--- src/rtl/game_timer_pkg.sv ---
// game_timer_pkg: session state encoding, divide-ratio helper and digit preload value.
// Define TIMER_FAST_SIM_EN to make div_ratio return the short simulation ratio.
package game_timer_pkg;
   localparam logic [2:0] ST_IDLE   = 3'd0;
   localparam logic [2:0] ST_LOAD   = 3'd1;
   localparam logic [2:0] ST_RUN    = 3'd2;
   localparam logic [2:0] ST_PAUSED = 3'd3;
   localparam logic [2:0] ST_DONE   = 3'd4;
   typedef enum logic [2:0] {
      IDLE   = ST_IDLE,
      LOAD   = ST_LOAD,
      RUN    = ST_RUN,
      PAUSED = ST_PAUSED,
      DONE   = ST_DONE
   } state_t;
   localparam logic [3:0] PRELOAD = 4'b1100;
`ifdef TIMER_FAST_SIM_EN
   localparam bit FAST_SIM = 1'b1;
`else
   localparam bit FAST_SIM = 1'b0;
`endif
   function automatic int div_ratio(input int clk_hz, input int tick_hz, input int fast_div);
      return FAST_SIM ? fast_div : clk_hz / tick_hz;
   endfunction
endpackage

--- src/rtl/tick_prescaler.sv ---
// tick_prescaler: DIV-cycle counter with clear and hold; emits a registered one-cycle wrap pulse.
module tick_prescaler #(
   parameter int DIV   = 8,
   parameter int CNT_W = 4
) (
   input  logic clk,
   input  logic rst,
   input  logic en,
   input  logic clr,
   input  logic hold,
   input  logic tick_en,
   output logic wrap
);
   localparam logic [CNT_W-1:0] TOP = CNT_W'(DIV - 1);
   logic [CNT_W-1:0] cnt, cnt_nxt;
   // a tick already issued this cycle is consumed even when pausing, so resume never repeats it
   always_comb cnt_nxt = clr ? '0 : (en && (!hold || wrap)) ? ((cnt == TOP) ? '0 : cnt + 1'b1) : cnt;
   always_ff @(posedge clk or negedge rst)
      if (!rst) begin
         cnt  <= '0;
         wrap <= 1'b0;
      end else begin
         cnt  <= cnt_nxt;
         wrap <= tick_en && (cnt_nxt == TOP);
      end
endmodule

--- src/rtl/game_timer_ctrl.sv ---
// game_timer_ctrl: seconds tick, digit preload pulse and game-session FSM for the countdown chain.
// Define TIMER_FAST_SIM_EN to divide by FAST_DIV instead of CLK_HZ/TICK_HZ.
module game_timer_ctrl
   import game_timer_pkg::*;
#(
   parameter int CLK_HZ   = 50000000,
   parameter int TICK_HZ  = 1,
   parameter int CNT_W    = 26,
   parameter int FAST_DIV = 8
) (
   input  logic clk,
   input  logic rst,
   input  logic start,
   input  logic pause,
   input  logic timeout_in,
   output logic reconfig,
   output logic tick,
   output logic top_no_borrow,
   output logic running,
   output logic game_over
);
   localparam int DIV = div_ratio(CLK_HZ, TICK_HZ, FAST_DIV);
   if (DIV < 2) begin : g_div_min
      $error("game_timer_ctrl: divide ratio must be at least 2");
   end
   if ((64'd1 << CNT_W) < 64'(DIV)) begin : g_cnt_w
      $error("game_timer_ctrl: CNT_W too narrow for divide ratio");
   end
   state_t state, nxt;
   always_comb begin
      nxt = state;
      case (state)
         IDLE:        nxt = start ? LOAD : IDLE;
         LOAD:        nxt = RUN;
         RUN, PAUSED: nxt = start ? LOAD : timeout_in ? DONE : pause ? PAUSED : RUN;
         DONE:        nxt = start ? LOAD : DONE;
         default:     nxt = IDLE;
      endcase
   end
   always_ff @(posedge clk or negedge rst)
      if (!rst) begin
         state     <= IDLE;
         reconfig  <= 1'b0;
         running   <= 1'b0;
         game_over <= 1'b0;
      end else begin
         state     <= nxt;
         reconfig  <= nxt == LOAD;
         running   <= nxt == RUN;
         game_over <= nxt == DONE;
      end
   assign top_no_borrow = 1'b1;
   tick_prescaler #(.DIV(DIV), .CNT_W(CNT_W)) u_presc (
      .clk     (clk),
      .rst     (rst),
      .en      (state == RUN),
      .clr     (nxt != RUN && nxt != PAUSED),
      .hold    (nxt == PAUSED),
      .tick_en (nxt == RUN),
      .wrap    (tick)
   );
endmodule
--- config.mk ---
export PLATFORM = sky130hd
export DESIGN_NAME = game_timer_ctrl
export DESIGN_NICKNAME = d
export VERILOG_FILES = /design/src/rtl/game_timer_pkg.sv /design/src/rtl/tick_prescaler.sv /design/src/rtl/game_timer_ctrl.sv
export SDC_FILE = /design/constraint.sdc
export NUM_CORES = 1
export LEC_CHECK = 0
export ABC_AREA = 1
export BUFFER_PORTS_ARGS = -buffer_cell sky130_fd_sc_hd__buf_2
export CORE_ASPECT_RATIO = 1.5
export CORE_MARGIN = 5
export CORE_UTILIZATION = 30
export CTS_BUF_LIST = sky130_fd_sc_hd__clkbuf_4 sky130_fd_sc_hd__clkbuf_8
export CTS_CLUSTER_DIAMETER = 120
export DETAILED_ROUTE_END_ITERATION = 12
export GPL_ROUTABILITY_DRIVEN = 0
export SLEW_MARGIN = 20
export SYNTH_ARGS = -nofsm -noshare
export SYNTH_HDL_FRONTEND = slang
export SYNTH_HIERARCHICAL = 1
export SYNTH_SLANG_ARGS = --single-unit
--- constraint.sdc ---
create_clock -name clk -period 5.9 [get_ports clk]
set_clock_uncertainty 0.1 [all_clocks]
set_input_delay 0.885 -clock clk [delete_from_list [all_inputs] [get_ports clk]]
set_output_delay 0.885 -clock clk [all_outputs]
set_load 0.01 [all_outputs]
==> impl_metrics.tcl, run 1 <==
set metrics [dict create \
    critPathMaxStageDelay_ns 0.42 \
    critical_path.cell_chain "buf_2, inv_1, nand2_1, o21ai_2, inv_1, nor2_1, a21oi_2, nand2_1, inv_1, nand2_1, nand2_1, nor2_1, nand3_1, nor2_1, nand3_1, nor2_1" \
    drtIter0Drc 119 \
    avgViaCountPerCell 4.89 \
    timing.rr.start "state[2]" \
    tritoncts_num_sinks 33 \
    p_clk_frac 0.367 \
    grt_util_all_layers 0.130 \
    initial_core_util 0.307 \
    cts-root-buf "sky130_fd_sc_hd__clkbuf_8" \
    max_clock_freq_mhz 337 \
    pwr_cell_area_mw_per_mm2 262 \
    timing.critical_path.to_type "flip-flop" \
    rsz0062_at_grt "no" \
    ys_seq_area_frac 0.393 \
    maximum_vdd_drop_mv 0.0948 \
    arrival_ns 3.04 \
    grt_pass1_vias 1916 \
    detail_route.wl_per_cell_um 13.3 \
    grt_overflow 0 \
    synth.ff_latch_count 33 \
    antenna_cells 0 \
    crit_slowest_cell "sky130_fd_sc_hd__nand2_1" \
    ctsLongestPathBuffers 2 \
    clock_insertion_delay_at_the_later_pin_of_the_skew_report_ns 0.28 \
    dp.cells 398 \
    critical_path.endpoint "u_presc/wrap" \
    status "finished clean" \
    timing.critical_path.required_ns 5.98 \
    worstMarginPinSlew_ns 0.747 \
    finished_cell_area_mm2 0.00234 \
    num_rows 37 \
    post_route_cells_drive_above_1_share 0.0976 \
    setup_viol 0 \
    timing.final.max_slew_violations 0 \
    crit_start "start" \
    chipWidth_um 78.3 \
    count_of_hold_fix_buffers_inserted_at_cts 0 \
    syn2layout_area_growth_pct 11.3 \
    dieHeight_um 112 \
    placedInstanceArea_mm2 0.00222 \
    cts-buffers-inserted 5 \
    total_leakage_power_nw 1.08 \
    yosys_warnings 6 \
    hold_viol_final 0 \
    timing.hold.ws_ns 0.481 \
    worst_slew_margin 0.502 \
    final.setup.tns_ns 0 \
    antenna_violations_before_repair 0 \
    drt-total-wl_um 5390 \
    cts_tree "built" \
    clkSlewWorstSetupHoldPaths_ns 0.07 \
    pwr-share-comb 0.218 \
    pin_count 10 \
    vias 1985 \
    crit_fanout 12 \
    hold_path_class "flip-flop to flip-flop" \
    min_period_ns 2.96 \
    post_cts_buffers 0 \
    synthesis.area_per_instance_um2 6.65 \
    final_hpwl_from_detailed_placement_um 4200 \
    synthCells 316 \
    placement.io_buffers 8 \
    worst_setup_path_start_kind "input port" \
    htree_num_levels 2 \
    drt_pre_antenna_iters 4 \
    postCtsResizedCells 0 \
    finalNetCount 333 \
    drcViolationCount 0 \
    grt_start_max_net_pins 34 \
    leading_cell_type_in_the_layout_fill_and_taps_excluded "sky130_fd_sc_hd__nand2_1" \
    maxCapViolCount 0 \
    ant_nets 0 \
    r2r.worst_path.cells 15 \
    layout.cells.most_common_list "sky130_fd_sc_hd__nand2_1 (82), sky130_fd_sc_hd__nor2_1 (62), sky130_fd_sc_hd__inv_1 (45)" \
    synthesis.area_mm2 0.00210 \
    timing.final.crit_share 0.502 \
    r2r_setup_slack_ns 3.19 \
    grt_first_pass_wirelength_um 8940 \
    post_synth_cell_types 29 \
    net-switching-power_w 0.000195 \
    seq_power_share 0.416 \
    final-instance-count-excl-fill 406 \
    design.core.area_mm2 0.00685 \
    syn_nets 322 \
    internal_power_w 0.000418 \
    critPathKind "input port to flip-flop" \
    timing.rr.end "u_presc/wrap" \
    swShare 0.319 \
    die_area_mm2 0.00881 \
]
worst min-delay path by stage:
| stage | cells after the start | end | slack [ns] | from |
|---|---|---|---|---|
| floorplan | 2 | u_presc/cnt[23] | 0.44 | u_presc/cnt[23] |
| global placement | 2 | u_presc/cnt[23] | 0.46 | u_presc/cnt[23] |
| detailed placement | 2 | u_presc/cnt[23] | 0.48 | u_presc/cnt[23] |
| CTS | 2 | u_presc/cnt[23] | 0.49 | u_presc/cnt[23] |
| global route | 2 | u_presc/cnt[23] | 0.51 | u_presc/cnt[23] |
| finish | 2 | u_presc/cnt[23] | 0.48 | u_presc/cnt[23] |
metrics by stage:
step	util	worst slack, ns	power, W
finish	0.341	2.94	0.000613
CTS	0.341	2.94	0.000620
global placement	0.324	2.66	0.000394
floorplan	-	3.41	0.000353
detailed placement	0.324	2.63	0.000394
global route	0.341	2.64	0.000650
per-layer routing:
layer | vias up | track usage | routed length [µm]
met4 | 0 | 0.0712 | 196
met2 | 49 | 0.235 | 2760
li1 | 1008 | - | -
met5 | - | 0 | 0
met1 | 912 | 0.141 | 2230
met3 | 16 | 0.0241 | 203
Yosys cell counts, drive strengths merged:
master	count	share of area
nand2	84	0.15
nor2	68	0.13
inv	46	0.082
dfrtp	33	0.39
nand3	31	0.079
nand4	10	0.030
a21oi	9	0.027
nor3	8	0.019
o21ai	6	0.016
nor3b	4	0.014
buf	3	0.0083
xor2	3	0.013
and2	2	0.0060
clkinv	2	0.0036
nand3b	2	0.0071
clkbuf	1	0.0018
conb	1	0.0018
ha	1	0.0060
or2	1	0.0030
xnor2	1	0.0042
logic make-up (layout without fill, tap and decap cells):
logic type                 after synthesis  count (layout)  synth area share
DFF                                     33              33             0.393
other                                    1               1           0.00179
adders and majority gates                1               1           0.00595
and+or+nand+nor                        210             210             0.444
buffers and inverters                   52              64            0.0959
xor gates and xnor gates                 4               4            0.0167
AOI/OAI and AO/OA                       15              15            0.0429
power groups by stage:
stage                     Sequential, W  Combinational, W  Clock, W
after global routing           0.000258          0.000151  0.000241
final                          0.000255          0.000134  0.000225
after CTS                      0.000255          0.000135  0.000231
after global placement         0.000259          0.000135         0
after floorplan                0.000262         0.0000914         0
after detailed placement       0.000259          0.000134         0
registers in the layout, indices dropped and copies added, names as in the netlist:
| name | count |
|---|---|
| u_presc/cnt | 26 |
| state | 3 |
| game_over | 1 |
| reconfig | 1 |
| running | 1 |
| u_presc/wrap | 1 |
cell type report:
| class | count | area [µm²] |
|---|---|---|
| Clock buffer | 7 | 90.1 |
| Clock inverter | 1 | 30.0 |
| Fill cell | 758 | 4510 |
| Inverter | 48 | 180 |
| Multi-Input combinational cell | 231 | 1070 |
| Sequential cell | 33 | 826 |
| Tap cell | 78 | 97.6 |
| Timing Repair Buffer | 8 | 40.0 |
worst max-delay path: cells and delay by family:
family | cells | cell delay (ns)
buffers and inverters | 4 | 0.53
AND/OR/NAND/NOR | 10 | 1.16
AO/OA/AOI/OAI | 2 | 0.44
(Power assumes the default switching activity.)
==> run 2, diff against run 1 <==
- clock period: 5.9 -> 2.47 ns (I/O delays scaled with it)
==> run 2 against run 1 <==
  * Critical path depth increased by 1
  * Routed wire length grew 3.2%
  * Cell count grew 3.4%
  * Sequential share of layout area down 2.3 points
  * Die area unchanged
  * Critical path type is now flip-flop to flip-flop
  * Critical endpoint unchanged
==> impl_metrics.tcl, run 2 (synthesis gave the netlist of run 1 again) <==
set metrics [dict create \
    maxCapViolCount 0 \
    worst_slew_margin 0.491 \
    crit_fanout 8 \
    dieHeight_um 112 \
    detail_route.wl_per_cell_um 13.2 \
    design.core.area_mm2 0.00685 \
    avgViaCountPerCell 4.84 \
    drtIter0Drc 70 \
    hold_viol_final 0 \
    die_area_mm2 0.00881 \
    vias 2033 \
    r2r.worst_path.cells 17 \
    count_of_hold_fix_buffers_inserted_at_cts 0 \
    ctsLongestPathBuffers 2 \
    max_clock_freq_mhz 434 \
    grt_first_pass_wirelength_um 9320 \
    timing.critical_path.to_type "flip-flop" \
    pin_count 10 \
    worst_setup_path_start_kind "flip-flop" \
    total_leakage_power_nw 1.16 \
    flip_flop_count_of_the_largest_register_all_copies_and_words_added 26 \
    grt_pass1_vias 2004 \
    max_flop_register "u_presc/cnt" \
    antenna_violations_before_repair 0 \
    filler_cell_count 751 \
    grt_util_all_layers 0.134 \
    layout.cells.most_common_list "sky130_fd_sc_hd__nand2_1 (80), sky130_fd_sc_hd__nor2_1 (57), sky130_fd_sc_hd__inv_1 (44)" \
    pwr-share-comb 0.289 \
    antenna_cells 0 \
    timing.final.max_slew_violations 0 \
    clock_insertion_delay_at_the_later_pin_of_the_skew_report_ns 0.29 \
    swShare 0.325 \
    drt_pre_antenna_iters 5 \
    ff_latch_area_um2 827 \
    timing.critical_path.required_ns 2.59 \
    num_rows 37 \
    initial_core_util 0.307 \
    leading_cell_type_in_the_layout_fill_and_taps_excluded "sky130_fd_sc_hd__nand2_1" \
    arrival_ns 2.42 \
    timing.final.crit_share 0.933 \
    pwr_cell_area_mw_per_mm2 657 \
    grt_overflow 0 \
    cts_tree "built" \
    internal_power_w 0.00111 \
    multi_input_comb_area_mm2 0.00112 \
    grt_start_max_net_pins 34 \
    syn2layout_area_growth_pct 19.3 \
    reg_top3 "u_presc/cnt: 26 flops, state: 3 flops" \
    tritoncts_num_sinks 33 \
    final_hpwl_from_detailed_placement_um 4290 \
    finalNetCount 347 \
    power_w 0.00165 \
    min_period_ns 2.30 \
    status "finished clean" \
    cts-buffers-inserted 5 \
    worstMarginPinSlew_ns 0.764 \
    p_clk_frac 0.331 \
    hold_path_class "input port to async pin" \
    chipWidth_um 78.3 \
    drt-total-wl_um 5560 \
    net-switching-power_w 0.000536 \
    ant_nets 0 \
    seq_power_share 0.380 \
    htree_num_levels 2 \
    drcViolationCount 0 \
    post_route_cells_drive_above_1_share 0.167 \
    fin_ws_ns 0.166 \
    placement.io_buffers 8 \
    setup_viol 0 \
    maximum_vdd_drop_mv 0.230 \
    clkSlewWorstSetupHoldPaths_ns 0.07 \
    cts-root-buf "sky130_fd_sc_hd__clkbuf_8" \
    place_ws_ns 0.00781 \
    critPathKind "flip-flop to flip-flop" \
]
-- run 2: changes by cell type in the layout (fill, tap and decap cells not counted), moves of 2 or more --
cell | previous run | this run
sky130_fd_sc_hd__buf_4 | 0 | 12
sky130_fd_sc_hd__nand2_1 | 82 | 80
sky130_fd_sc_hd__nor2_1 | 62 | 57
sky130_fd_sc_hd__nor2_2 | 4 | 6
sky130_fd_sc_hd__nor2_4 | 2 | 5
-- run 2: per-layer routing --
layer / wire [µm] / GRT usage
met1: 2190 / 0.142
met3: 260 / 0.0289
met4: 223 / 0.0653
met2: 2890 / 0.246
met5: 0 / 0
-- run 2: final timing paths --
| check | end | slack [ns] | from |
|---|---|---|---|
| max in group asynchronous | state[1] | 1.68 | rst |
| worst min register to register | u_presc/cnt[23] | 0.48 | u_presc/cnt[23] |
| worst max-delay path | u_presc/wrap | 0.17 | state[1] |
| worst min-delay path | u_presc/cnt[22] | 0.06 | rst |
| worst max register to register | u_presc/wrap | 0.17 | state[1] |
| min in group clk | state[2] | 0.20 | start |
-- run 2: critical path, stage by stage, from the launching register on --
cell	delay, ns
sky130_fd_sc_hd__dfrtp_2	0.46
sky130_fd_sc_hd__nor2_4	0.12
sky130_fd_sc_hd__nand2_1	0.06
sky130_fd_sc_hd__nand2_1	0.08
sky130_fd_sc_hd__nand3_2	0.10
sky130_fd_sc_hd__nor2_4	0.15
sky130_fd_sc_hd__nand2_2	0.07
sky130_fd_sc_hd__nand2_4	0.14
sky130_fd_sc_hd__buf_6	0.13
sky130_fd_sc_hd__or2_2	0.11
sky130_fd_sc_hd__nand3_1	0.06
sky130_fd_sc_hd__nor2_1	0.11
sky130_fd_sc_hd__nand2_1	0.08
sky130_fd_sc_hd__nor2_2	0.13
sky130_fd_sc_hd__nand2_1	0.06
sky130_fd_sc_hd__nor2_1	0.09
sky130_fd_sc_hd__nand3_1	0.09
sky130_fd_sc_hd__nor2_1	0.10
-- run 2: what timing repair did --
| action | 4_1_cts | 5_1_grt |
|---|---|---|
| gates resized for setup | 0 | 17 |
| endpoints found under the hold margin | 0 | 0 |
| endpoints found under the setup margin | 0 | 1 |
| setup buffers | 0 | 5 |
-- run 2: stage by stage --
stage          setup TNS (ns)  cells  area [µm²]  hold WS, ns   util
2_1_floorplan               0    316        2100      -0.0251      -
3_3_place_gp                0    407        2280        0.388  0.333
3_5_place_dp                0    407        2280        0.393  0.333
4_1_cts                     0    415        2400       0.0818  0.351
5_1_grt               -0.0333    420        2510        0.131  0.366
6_report                    0    420        2510       0.0572  0.366
-- run 2: power groups by stage --
stage	Clock [W]	Sequential (W)	Combinational (W)
6_report	0.000544	0.000625	0.000476
2_1_floorplan	0	0.000625	0.000218
3_3_place_gp	0	0.000619	0.000386
3_5_place_dp	0	0.000622	0.000386
4_1_cts	0.000559	0.000612	0.000386
5_1_grt	0.000581	0.000634	0.000516
-- run 2: final cells by class --
class	instances	area share
clock buffers	7	0.0359
clock inverters	1	0.0120
inverters	48	0.0719
multi-input cells	231	0.447
flip-flops and latches	33	0.330
well taps	78	0.0389
repair buffers	22	0.0644
